===== config.mk =====
export PLATFORM = sky130hd
export DESIGN_NAME = snake_path_queue
export DESIGN_NICKNAME = d
export VERILOG_FILES = /design/src/rtl/snake_path_queue.sv
export SDC_FILE = /design/constraint.sdc
export NUM_CORES = 1
export LEC_CHECK = 0
export CORE_ASPECT_RATIO = 1.4
export CORE_UTILIZATION = 54
export DETAILED_ROUTE_END_ITERATION = 16
export GPL_ROUTABILITY_DRIVEN = 0
export PLACE_DENSITY = 0.8
export SYNTH_ARGS = -nofsm -noshare
export SYNTH_HDL_FRONTEND = slang
export SYNTH_SLANG_ARGS = --single-unit

===== constraint.sdc =====
create_clock -name clk -period 2.9 [get_ports clk]
set_input_delay 0.29 -clock clk [delete_from_list [all_inputs] [get_ports clk]]
set_output_delay 0.29 -clock clk [all_outputs]
set_load 0.01 [all_outputs]

===== src/rtl/snake_path_queue.sv =====
// snake_path_queue: move sequencer and body queue for a grid snake game.
//
// The head position lives in registers. The body cells, oldest first, live in
// a circular queue of MAX_LEN-1 usable entries. Each accepted move takes one
// ISSUE cycle. During that cycle the tick strobe presents the pending move to
// an external occupancy map. The map answers with self_hit_now, which is
// sampled at the edge that ends ISSUE.
//
// Ports:
//   clk, reset_n          rising-edge clock, asynchronous active-low reset
//   step_req, dir, eat    move request, direction (00 up, 01 right, 10 down,
//                         11 left) and grow flag; sampled in IDLE only
//   self_hit_now          collision answer from the occupancy map
//   tick                  one-cycle strobe marking the pending move
//   head_xy, tail_xy      head cell and oldest body cell, packed as {x,y}
//   next_x, next_y        target cell of the pending move
//   will_pop, eat_o       tail cell vacates on this tick, and its inverse
//   length                body count plus head
//   ready, game_over      idle indicator and sticky death flag
//
// Configuration macro: SNAKE_WRAP_EN. When it is defined, moves wrap around
// the grid edges. When it is undefined, a move off the grid kills the snake.
module snake_path_queue #(
  parameter int GRID_W  = 8,
  parameter int GRID_H  = 6,
  parameter int XW      = 3,
  parameter int YW      = 3,
  parameter int AW      = 4,
  parameter int MAX_LEN = 16,
  parameter int START_X = 2,
  parameter int START_Y = 2
) (
  input  logic                 clk,
  input  logic                 reset_n,
  input  logic                 step_req,
  input  logic [1:0]           dir,
  input  logic                 eat,
  input  logic                 self_hit_now,
  output logic                 tick,
  output logic [XW+YW-1:0]     head_xy,
  output logic [XW+YW-1:0]     tail_xy,
  output logic [XW-1:0]        next_x,
  output logic [YW-1:0]        next_y,
  output logic                 will_pop,
  output logic                 eat_o,
  output logic [AW:0]          length,
  output logic                 ready,
  output logic                 game_over
);

`ifdef SNAKE_WRAP_EN
  localparam logic WRAP_EN = 1'b1;
`else
  localparam logic WRAP_EN = 1'b0;
`endif

  typedef enum logic [1:0] {IDLE = 2'b00, ISSUE = 2'b01, DEAD = 2'b10} state_t;

  state_t                state_r, state_nxt_s;
  logic [XW-1:0]         head_x_r;
  logic [YW-1:0]         head_y_r;
  logic [1:0]            cur_dir_r;
  logic                  eat_q_r;
  logic [AW-1:0]         count_r, wr_ptr_r, rd_ptr_r;
  logic                  game_over_r;
  logic [XW+YW-1:0]      mem_r [MAX_LEN];

  logic [1:0]            filt_dir_s;
  logic                  cand_off_s;
  logic                  will_pop_s;
  logic [XW-1:0]         nxt_x_s;
  logic [YW-1:0]         nxt_y_s;

  // Target cell for a move from (x,y) in direction d, wrapped at the grid edges.
  function automatic logic [XW+YW-1:0] step_target(input logic [XW-1:0] x,
                                                   input logic [YW-1:0] y,
                                                   input logic [1:0] d);
    logic [XW-1:0] nx;
    logic [YW-1:0] ny;
    nx = x;
    ny = y;
    case (d)
      2'b00:   ny = (y == '0) ? YW'(GRID_H - 1) : y - YW'(1);
      2'b01:   nx = (x == XW'(GRID_W - 1)) ? XW'(0) : x + XW'(1);
      2'b10:   ny = (y == YW'(GRID_H - 1)) ? YW'(0) : y + YW'(1);
      2'b11:   nx = (x == '0) ? XW'(GRID_W - 1) : x - XW'(1);
      default: nx = x;
    endcase
    return {nx, ny};
  endfunction

  // A move counts as off-grid only when the grid does not wrap.
  function automatic logic off_grid(input logic [XW-1:0] x,
                                    input logic [YW-1:0] y,
                                    input logic [1:0] d);
    logic edge_hit;
    case (d)
      2'b00:   edge_hit = (y == '0);
      2'b01:   edge_hit = (x == XW'(GRID_W - 1));
      2'b10:   edge_hit = (y == YW'(GRID_H - 1));
      2'b11:   edge_hit = (x == '0);
      default: edge_hit = 1'b0;
    endcase
    return edge_hit & ~WRAP_EN;
  endfunction

  // Direction filter: a reversal is ignored once a body exists, because it
  // would run the head straight into the neck.
  always_comb begin
    filt_dir_s = dir;
    if ((dir == (cur_dir_r ^ 2'b10)) && (count_r != '0)) begin
      filt_dir_s = cur_dir_r;
    end else begin
      filt_dir_s = dir;
    end
    cand_off_s = off_grid(head_x_r, head_y_r, filt_dir_s);
    {nxt_x_s, nxt_y_s} = step_target(head_x_r, head_y_r, cur_dir_r);
    // A full queue cannot grow, so eating when full still vacates the tail.
    will_pop_s = ~eat_q_r | (count_r == AW'(MAX_LEN - 1));
  end

  // Next-state logic.
  always_comb begin
    state_nxt_s = state_r;
    case (state_r)
      IDLE: begin
        if (step_req) begin
          state_nxt_s = cand_off_s ? DEAD : ISSUE;
        end else begin
          state_nxt_s = IDLE;
        end
      end
      ISSUE:   state_nxt_s = self_hit_now ? DEAD : IDLE;
      DEAD:    state_nxt_s = DEAD;
      default: state_nxt_s = IDLE;
    endcase
  end

  // State, head, direction, queue pointers and death flag.
  always_ff @(posedge clk or negedge reset_n) begin
    if (!reset_n) begin
      state_r     <= IDLE;
      head_x_r    <= XW'(START_X);
      head_y_r    <= YW'(START_Y);
      cur_dir_r   <= 2'b01;
      eat_q_r     <= 1'b0;
      count_r     <= '0;
      wr_ptr_r    <= '0;
      rd_ptr_r    <= '0;
      game_over_r <= 1'b0;
    end else begin
      state_r <= state_nxt_s;
      if (state_nxt_s == DEAD) begin
        game_over_r <= 1'b1;
      end
      if ((state_r == IDLE) && step_req && !cand_off_s) begin
        cur_dir_r <= filt_dir_s;
        eat_q_r   <= eat;
      end
      if ((state_r == ISSUE) && !self_hit_now) begin
        head_x_r <= nxt_x_s;
        head_y_r <= nxt_y_s;
        wr_ptr_r <= wr_ptr_r + AW'(1);
        if (will_pop_s) begin
          rd_ptr_r <= rd_ptr_r + AW'(1);
        end else begin
          count_r  <= count_r + AW'(1);
        end
      end
    end
  end

  // Body storage: the old head is pushed when a move commits. No reset needed.
  always_ff @(posedge clk) begin
    if ((state_r == ISSUE) && !self_hit_now) begin
      mem_r[wr_ptr_r] <= {head_x_r, head_y_r};
    end
  end

  assign tick      = (state_r == ISSUE);
  assign ready     = (state_r == IDLE);
  assign game_over = game_over_r;
  assign head_xy   = {head_x_r, head_y_r};
  assign tail_xy   = (count_r == '0) ? {head_x_r, head_y_r} : mem_r[rd_ptr_r];
  assign next_x    = nxt_x_s;
  assign next_y    = nxt_y_s;
  assign will_pop  = will_pop_s;
  assign eat_o     = ~will_pop_s;
  assign length    = {1'b0, count_r} + (AW+1)'(1);

endmodule


==> impl_metrics.tcl, run 1 <==
set metrics [dict create \
    avgSynthCellArea_um2 16.3 \
    numCtsBuffers 17 \
    min_path_type "in -> async" \
    violations "negative setup slack" \
    nets 397 \
    diodes 0 \
    ys_seq_elements 120 \
    nFillCells 616 \
    syn_area_um2 5250 \
    rr_startpoint "count_r[0]$_DFFE_PN0P_" \
    worst_slack_ns -0.0139 \
    fin_tns_setup_ns -0.0139 \
    drt-initial-drc-count 369 \
    final_layout_size_suffix_gt1_frac 0.247 \
    route.detailed.drc 0 \
    hold_ws_ns 0.239 \
    worst-r2r-cell-count 8 \
    power_frac_seq 0.352 \
    p_clk_frac 0.282 \
    pwr_density_cell_nw_per_um2 1130 \
    r2r_end "eat_q_r$_DFFE_PN0P_" \
    grt_pass1_vias 3248 \
    grt.overflow.total 0 \
    finalHoldViolCount 0 \
    hpwl_um 7780 \
    worst_setup_path_start_kind "register" \
    wl_per_cell_um 23.5 \
    post-synth-top-count-cell "edfxtp_1" \
    gr-usage-all-layers 0.263 \
    syn_nets 341 \
    dp_cells 467 \
    vias_per_cell 6.26 \
    finalSetupViolCount 1 \
    cts_tree "yes" \
    ys_types 40 \
    crit_arrival_ns 2.62 \
    power.total_uw 7240 \
    yosys.area.top_type "edfxtp_1" \
    yosys_warnings 0 \
    fp.dieW_um 85.3 \
    syn_to_final_growth_pct 22.0 \
    clockBufferDepth 2 \
    maxCapViolCount 0 \
    slowest_stage "clkdlybuf4s50_1" \
    yosysSeqAreaShare 0.664 \
    htreeDepth 4 \
    grt_max_degree 25 \
    antenna_found_initial 0 \
    yosysTopAreaCellShare 0.549 \
    p_sw_frac 0.325 \
    worstSetupPathType "reg -> out" \
    floorplan.die_area_um2 10100 \
    max_stage_delay_ns 0.62 \
    synthTopCellsByArea "edfxtp_1, mux4_2, dfrtp_1, ha_1, and2_1" \
    period_share 1.00 \
    fin_crit_ns 2.91 \
    worst_pin_slew_ns 0.581 \
    vdd_drop_max_uv 851 \
    ys_async_sr_fraction 0.200 \
    initial_core_util 0.555 \
    drtAntennaViolNets 0 \
    final_max_slew_viol_count 0 \
    syn_inst 322 \
    ios 35 \
    drt-pass1-iter-count 5 \
    insertion_delay_ns 0.42 \
    p_leak_uw 0.00230 \
    grt_pass1_wl_um 18700 \
    p_int_uw 4890 \
    reg2reg_slack_ns 0.50 \
    combPwrFrac 0.366 \
    cp_max_fo 4 \
    finalClockSkew_ns 0.00749 \
    relSlewSlack 0.613 \
    clkSlewWorstSetupHoldPaths_ns 0.05 \
    cts_sinks 120 \
    cts_hold_buf 0 \
    die-height_um 119 \
    synth_edf_count 96 \
    status "finished with violations" \
    p_sw_uw 2350 \
    synth_flop_cell "edfxtp_1" \
    worstSetupEndpointType "output pin" \
    cts_root_buf "clkbuf_16" \
    std_cell_rows 42 \
    cp_common_cell "buf_4" \
    io_buffer_count 34 \
    ys_top_cells_by_count "edfxtp_1, mux4_2, dfrtp_1, and2_1, nand2_1" \
    wl_um 11700 \
    crit_required_ns 2.61 \
    rsz0062_at_grt "true" \
    coreArea_um2 9460 \
    crit_chain "inv_1 -> ha_1 -> nor3b_4 -> buf_4 -> buf_4 -> a221oi_1 -> clkdlybuf4s50_1" \
    max_freq_mhz 343 \
    vias 3117 \
    instances_no_fill 498 \
]
-- cell type report --
type                       count  area [um2]  area share
sequential                   120        3490       0.545
multi-input combinational    176        1680       0.262
timing repair buffer          51         487      0.0760
clock buffer                  18         429      0.0670
tap                          110         138      0.0215
clock inverter                11         134      0.0209
inverter                      12        45.0     0.00704
-- kinds of logic after synthesis --
| kind of cell | after synthesis | share of synthesized area |
|---|---|---|
| AO/OA/AOI/OAI | 35 | 0.0417 |
| AND/OR/NAND/NOR | 74 | 0.0768 |
| XOR/XNOR | 13 | 0.0217 |
| adder cells (fa/ha/maj) | 12 | 0.0286 |
| multiplexers | 42 | 0.143 |
| flip-flops | 120 | 0.664 |
| buffers and inverters | 26 | 0.0243 |
-- what timing repair did --
action | 4_1_cts | 5_1_grt
setup buffers | 2 | 0
gates resized for setup | 15 | 5
endpoints found under the hold margin | 0 | 0
pin swaps | 1 | 0
endpoints found under the setup margin | 6 | 7
-- worst max-delay path by stage --
stage | from | slack, ns | cells after the start | end
after floorplan | count_r[0]$_DFFE_PN0P_ | 0.84 | 7 | eat_q_r$_DFFE_PN0P_
after global placement | rd_ptr_r[0]$_DFFE_PN0P_ | 0.34 | 6 | tail_xy[0]
after detailed placement | rd_ptr_r[1]$_DFFE_PN0P_ | 0.30 | 5 | tail_xy[3]
after CTS | rd_ptr_r[0]$_DFFE_PN0P_ | -0.0008 | 6 | tail_xy[0]
after global routing | rd_ptr_r[0]$_DFFE_PN0P_ | -0.1 | 6 | tail_xy[2]
final | count_r[0]$_DFFE_PN0P_ | -0.01 | 7 | tail_xy[3]
-- layer usage --
layer / track usage / routed length [um]
met5: 0 / 0
met4: 0.123 / 395
met3: 0.0775 / 873
met2: 0.434 / 6270
met1: 0.319 / 4190
-- cell usage in the layout, fill, tap and decap left out, types with 12 or more instances in the layout --
cell type and count:
clkdlybuf4s50_1 31, ha_1 12, nand2_1 15, dfrtp_1 17
and2_1 17, buf_4 14, nor2_1 13, clkbuf_16 17
mux4_2 25, inv_1 12, edfxtp_1 96
-- stage by stage --
step	util	setup WS, ns	area [um2]
after global placement	0.609	0.339	5760
final	0.677	-0.0139	6400
after detailed placement	0.609	0.304	5760
after CTS	0.676	-0.000807	6390
after floorplan	-	0.843	5250
after global routing	0.677	-0.0953	6400
-- critical path: cells and delay by family, from the launching register on --
kind / cells / cell delay (ns)
simple gates: 1 / 0.17
buf+inv: 4 / 1.04
flops: 1 / 0.36
fa+ha+maj: 1 / 0.23
compound gates: 1 / 0.42
-- power by group through the flow --
stage               logic [uW]  registers [uW]  clock network [uW]
floorplan                 1510            2480                   0
global placement          2460            2540                   0
detailed placement        2530            2560                   0
CTS                       2670            2540                2050
global route              2840            2570                2120
finish                    2650            2550                2040
-- flip-flops by register name, summed over array words and instances, names as in the netlist --
register   flops
count_r        4
cur_dir_r      2
eat_q_r        1
game_over      1
head_x_r       3
head_y_r       3
mem_r         96
rd_ptr_r       4
state_r        2
wr_ptr_r       4
No activity file was read; power rests on OpenSTA's default activity.
==> run 2, diff against run 1 <==
--- a/config.mk
+++ b/config.mk
@@ -6,6 +6,7 @@
 export NUM_CORES = 1
 export LEC_CHECK = 0
 export CORE_ASPECT_RATIO = 1.4
+export CORE_MARGIN = 3
 export CORE_UTILIZATION = 54
 export DETAILED_ROUTE_END_ITERATION = 16
 export GPL_ROUTABILITY_DRIVEN = 0
==> constraint.sdc (replaced) <==
create_clock -name clk -period 2.9 [get_ports clk]
set_input_delay 0.58 -clock clk [delete_from_list [all_inputs] [get_ports clk]]
set_output_delay 0.58 -clock clk [all_outputs]
set_load 0.01 [all_outputs]
==> impl_metrics.tcl, run 2 (synthesized netlist as in run 1, its figures left out) <==
set metrics [dict create \
    rr_startpoint "count_r[0]$_DFFE_PN0P_" \
    finalSetupViolCount 0 \
    wl_per_cell_um 21.8 \
    io_buffer_count 34 \
    grt.overflow.total 0 \
    maxCapViolCount 0 \
    r2r_end "eat_q_r$_DFFE_PN0P_" \
    min_path_type "reg -> reg" \
    drtAntennaViolNets 0 \
    crit_required_ns 2.32 \
    die-height_um 123 \
    drt-pass1-iter-count 4 \
    fin_crit_ns 2.90 \
    reg2reg_slack_ns 0.47 \
    clkSlewWorstSetupHoldPaths_ns 0.05 \
    worst_setup_path_start_kind "register" \
    vias_per_cell 5.92 \
    vdd_drop_max_uv 870 \
    grt_max_degree 28 \
    initial_core_util 0.568 \
    status "finished clean" \
    route.detailed.drc 0 \
    p_leak_uw 0.00233 \
    cts_tree "yes" \
    floorplan.die_area_um2 11000 \
    std_cell_rows 41 \
    syn_to_final_growth_pct 23.3 \
    coreArea_um2 9230 \
    largest_reg_flops 96 \
    finalHoldViolCount 0 \
    post-route-cell-area_um2 6470 \
    multi_input_area_um2 1720 \
    largest-register "mem_r" \
    max_freq_mhz 345 \
    grt_pass1_wl_um 16800 \
    fp.dieW_um 89.3 \
    ios 35 \
    insertion_delay_ns 0.40 \
    hpwl_um 7080 \
    layout_commonest_cell "edfxtp_1" \
    htreeDepth 4 \
    layout_common_cells "edfxtp_1, clkdlybuf4s50_1, mux4_2" \
    register_area_um2 3490 \
    pwr_density_cell_nw_per_um2 1120 \
    hold_path_end "eat_q_r$_DFFE_PN0P_" \
    relSlewSlack 0.531 \
    final_max_slew_viol_count 0 \
    final_layout_size_suffix_gt1_frac 0.278 \
    grt_pass1_vias 3016 \
    worstSetupEndpointType "output pin" \
    power.total_uw 7230 \
    nets 402 \
    worstHoldStart "eat_q_r$_DFFE_PN0P_" \
    gr-usage-all-layers 0.218 \
    nFillCells 579 \
    place_area_um2 5830 \
    cts_sinks 120 \
    numCtsBuffers 17 \
    diodes 0 \
    slowest_stage "mux4_2" \
    cp_common_cell "mux4_2" \
    worst-r2r-cell-count 8 \
    antenna_found_initial 0 \
    worstSetupPathType "reg -> out" \
    crit_arrival_ns 2.32 \
    finalClockSkew_ns 0.00762 \
    clockBufferDepth 2 \
    vias 2970 \
    drt-initial-drc-count 259 \
    rsz0062_at_grt "true" \
    min_path_cells 1 \
    period_share 0.999 \
    hold_ws_ns 0.509 \
    max_stage_delay_ns 0.54 \
    cts_root_buf "clkbuf_16" \
    crit_chain "buf_12 -> mux4_2 -> mux4_2 -> nor2_4 -> a21oi_1 -> clkbuf_2" \
    wl_um 10900 \
    cp_max_fo 8 \
    worst_pin_slew_ns 0.704 \
]
==> run 2: how the worst max path moves through the flow <==
stage,slack [ns],end,cells past startpoint,startpoint
after floorplan,0.58,tail_xy[1],6,rd_ptr_r[0]$_DFFE_PN0P_
final,0.002,tail_xy[4],6,rd_ptr_r[0]$_DFFE_PN0P_
after detailed placement,0.08,tail_xy[4],6,rd_ptr_r[0]$_DFFE_PN0P_
after global placement,0.10,tail_xy[4],6,rd_ptr_r[0]$_DFFE_PN0P_
after global routing,-0.06,tail_xy[4],6,rd_ptr_r[0]$_DFFE_PN0P_
after CTS,-0.10,tail_xy[4],6,rd_ptr_r[0]$_DFFE_PN0P_
==> run 2: worst max-delay path: cells and delay by family (launching register included) <==
family / cells / cell delay, ns
compound gates: 1 / 0.05
buf+inv: 2 / 0.28
flops: 1 / 0.40
mux: 2 / 1.03
simple gates: 1 / 0.15
==> run 2: power by group <==
group | internal [uW] | switching [uW] | total, uW | leakage (uW)
registers | 2230 | 274 | 2510 | 0.00116
logic | 1410 | 1380 | 2790 | 0.000917
clock network | 1250 | 689 | 1930 | 0.000258
total | 4890 | 2350 | 7230 | 0.00233
==> run 2: metrics by stage <==
| step | instances | setup slack [ns] | setup TNS, ns | utilization |
|---|---|---|---|---|
| global route | 502 | -0.0559 | -0.0787 | 0.701 |
| floorplan | 322 | 0.578 | 0 | - |
| global placement | 466 | 0.103 | 0 | 0.631 |
| detailed placement | 466 | 0.0807 | 0 | 0.631 |
| CTS | 499 | -0.103 | -0.103 | 0.697 |
| finish | 502 | 0.00245 | 0 | 0.701 |
==> run 2: area by class of cell <==
cell class | instances | area share
sequential | 120 | 0.539
clock buffer | 21 | 0.0680
timing repair buffer | 56 | 0.0839
multi-input combinational | 176 | 0.265
tap | 107 | 0.0207
clock inverter | 10 | 0.0162
inverter | 12 | 0.00696
==> run 2: layer usage <==
| metal | vias to the layer above | GRT usage | wire [um] |
|---|---|---|---|
| met5 | - | 0 | 0 |
| met4 | 0 | 0.0726 | 147 |
| met3 | 11 | 0.0578 | 502 |
| met2 | 99 | 0.362 | 5860 |
| met1 | 1508 | 0.276 | 4410 |
| li1 | 1352 | - | - |
==> run 2: what timing repair did <==
action                                  in CTS  in global routing
endpoints found under the setup margin       8                 11
gates resized for setup                     21                 21
cloned                                       0                  0
hold buffers                                 0                  0
pin swaps                                    1                  2
buffers inserted                             2                  3
==> run 3, diff against run 2 <==
--- a/config.mk
+++ b/config.mk
@@ -8,9 +8,11 @@
 export CORE_ASPECT_RATIO = 1.4
 export CORE_MARGIN = 3
 export CORE_UTILIZATION = 54
+export CTS_BUF_LIST = sky130_fd_sc_hd__clkbuf_8
 export DETAILED_ROUTE_END_ITERATION = 16
 export GPL_ROUTABILITY_DRIVEN = 0
 export PLACE_DENSITY = 0.8
+export SKIP_LAST_GASP = 1
 export SYNTH_ARGS = -nofsm -noshare
 export SYNTH_HDL_FRONTEND = slang
 export SYNTH_SLANG_ARGS = --single-unit
==> impl_metrics.tcl, run 3 (synthesized netlist as in run 1, its figures left out) <==
set metrics [dict create \
    worstSetupEndpointType "output pin" \
    diodes 0 \
    nFillCells 602 \
    hold_ws_ns 0.513 \
    finalHoldViolCount 0 \
    layout_commonest_cell "edfxtp_1" \
    largest_reg_flops 96 \
    vias 2959 \
    wirelength_met1_um 4120 \
    pre_cts_ws_ns 0.0807 \
    drt-pass1-iter-count 5 \
    p_int_uw 4340 \
    power_frac_seq 0.381 \
    crit_family "multiplexers" \
    min_path_cells 1 \
    p_leak_uw 0.00225 \
    syn_to_final_growth_pct 19.4 \
    initial_core_util 0.568 \
    insertion_delay_ns 0.42 \
    worst-r2r-cell-count 8 \
    critPathLaunch "rd_ptr_r[0]$_DFFE_PN0P_" \
    max_freq_mhz 354 \
    crit_required_ns 2.32 \
    r2r_end "eat_q_r$_DFFE_PN0P_" \
    reg2reg_slack_ns 0.51 \
    cts_sinks 120 \
    finalClockSkew_ns 0.00740 \
    hold_path_end "eat_q_r$_DFFE_PN0P_" \
    period_share 0.973 \
    crit_chain "buf_12 -> mux4_2 -> mux4_2 -> nor2_2 -> a21oi_1 -> clkbuf_2" \
    drt-initial-drc-count 258 \
    dp_cells 466 \
    multi_input_area_um2 1710 \
    cp_common_cell "mux4_2" \
    cts_tree "yes" \
    clockBufferDepth 2 \
    grt_pass1_wl_um 16100 \
    p_sw_uw 2230 \
    worstSetupPathType "reg -> out" \
    clkSlewWorstSetupHoldPaths_ns 0.07 \
    instances_no_fill 501 \
    p_clk_frac 0.204 \
    rr_startpoint "count_r[0]$_DFFE_PN0P_" \
    ios 35 \
    std_cell_rows 41 \
    vias_per_cell 5.91 \
    crit_arrival_ns 2.24 \
    wl_um 10300 \
    floorplan.die_area_um2 11000 \
    io_buffer_count 34 \
    grt_max_degree 28 \
    finalSetupViolCount 0 \
    maxCapViolCount 0 \
    relSlewSlack 0.549 \
    htreeDepth 4 \
    final_max_slew_viol_count 0 \
    route.detailed.drc 0 \
    gr-usage-all-layers 0.207 \
    die-height_um 123 \
    combPwrFrac 0.415 \
    register_area_um2 3490 \
    cts_root_buf "clkbuf_8" \
    slowest_stage "mux4_2" \
    fp.dieW_um 89.3 \
    grt.overflow.total 0 \
    rsz0062_at_grt "true" \
    max_stage_delay_ns 0.50 \
    worst_slack_ns 0.0776 \
    wl_per_cell_um 20.5 \
    antenna_found_initial 0 \
    worst_pin_slew_ns 0.676 \
    nets 401 \
    fin_util 0.679 \
    wl_met3_um 540 \
    path_buf_inv 2 \
    fin_crit_ns 2.82 \
    hpwl_um 7080 \
    layout_common_cells "edfxtp_1, mux4_2, clkdlybuf4s50_1" \
    worst_setup_path_start_kind "register" \
    top_layer_used "met4" \
    cp_max_fo 8 \
    worstHoldStart "eat_q_r$_DFFE_PN0P_" \
    power.total_uw 6570 \
    status "finished clean" \
    vdd_drop_max_uv 831 \
    pwr_density_cell_nw_per_um2 1050 \
    numCtsBuffers 17 \
    largest-register "mem_r" \
    min_path_type "reg -> reg" \
    route.met2.wl_um 5450 \
    grt_pass1_vias 2974 \
    drtAntennaViolNets 0 \
    final_layout_size_suffix_gt1_frac 0.277 \
    coreArea_um2 9230 \
    p_sw_frac 0.339 \
]
## run 3: changes by cell type in the layout (fill, tap and decap cells not counted), sizes merged
cell | previous run | this run
buf | 23 | 22
inv | 12 | 16
clkdlybuf4s50 | 26 | 25
clkbuf | 26 | 22
dlygate4sd2 | 0 | 1
## run 3: worst max-delay path by stage
| stage | endpoint | cells past startpoint |
|---|---|---|
| after floorplan | tail_xy[1] | 6 |
| after global placement | tail_xy[4] | 6 |
| after detailed placement | tail_xy[4] | 6 |
| after CTS | tail_xy[3] | 7 |
| after global routing | tail_xy[4] | 6 |
| final | tail_xy[4] | 6 |
## run 3: power by group through the flow
stage	combinational [uW]	sequential, uW	clock [uW]
floorplan	1510	2480	0
global placement	2620	2510	0
detailed placement	2660	2520	0
CTS	2760	2490	1350
global route	2940	2530	1430
finish	2720	2500	1340
## run 3: what timing repair did
item / 4_1_cts / 5_1_grt
buffers inserted: 4 / 0
pin swaps: 2 / 2
resized for setup: 25 / 17
endpoints found under the setup margin: 10 / 10
hold buffers: 0 / 0
## run 3: layout make-up
class	count	area share
Clock inverter	14	0.0192
Multi-Input combinational cell	176	0.273
Inverter	12	0.00719
Clock buffer	17	0.0373
Timing Repair Buffer	55	0.0852
Sequential cell	120	0.557
Tap cell	107	0.0214
## run 3: metal layers
| layer | up-vias | GRT usage |
|---|---|---|
| met3 | 17 | 0.0571 |
| met5 | - | 0 |
| met1 | 1486 | 0.263 |
| met2 | 104 | 0.342 |
| met4 | 0 | 0.0717 |
| li1 | 1352 | - |
## run 3: stage by stage
step           setup TNS, ns  area [um2]
2_1_floorplan              0        5250
3_3_place_gp               0        5830
3_5_place_dp               0        5830
4_1_cts               -0.150        6270
5_1_grt             -0.00925        6270
6_report                   0        6270
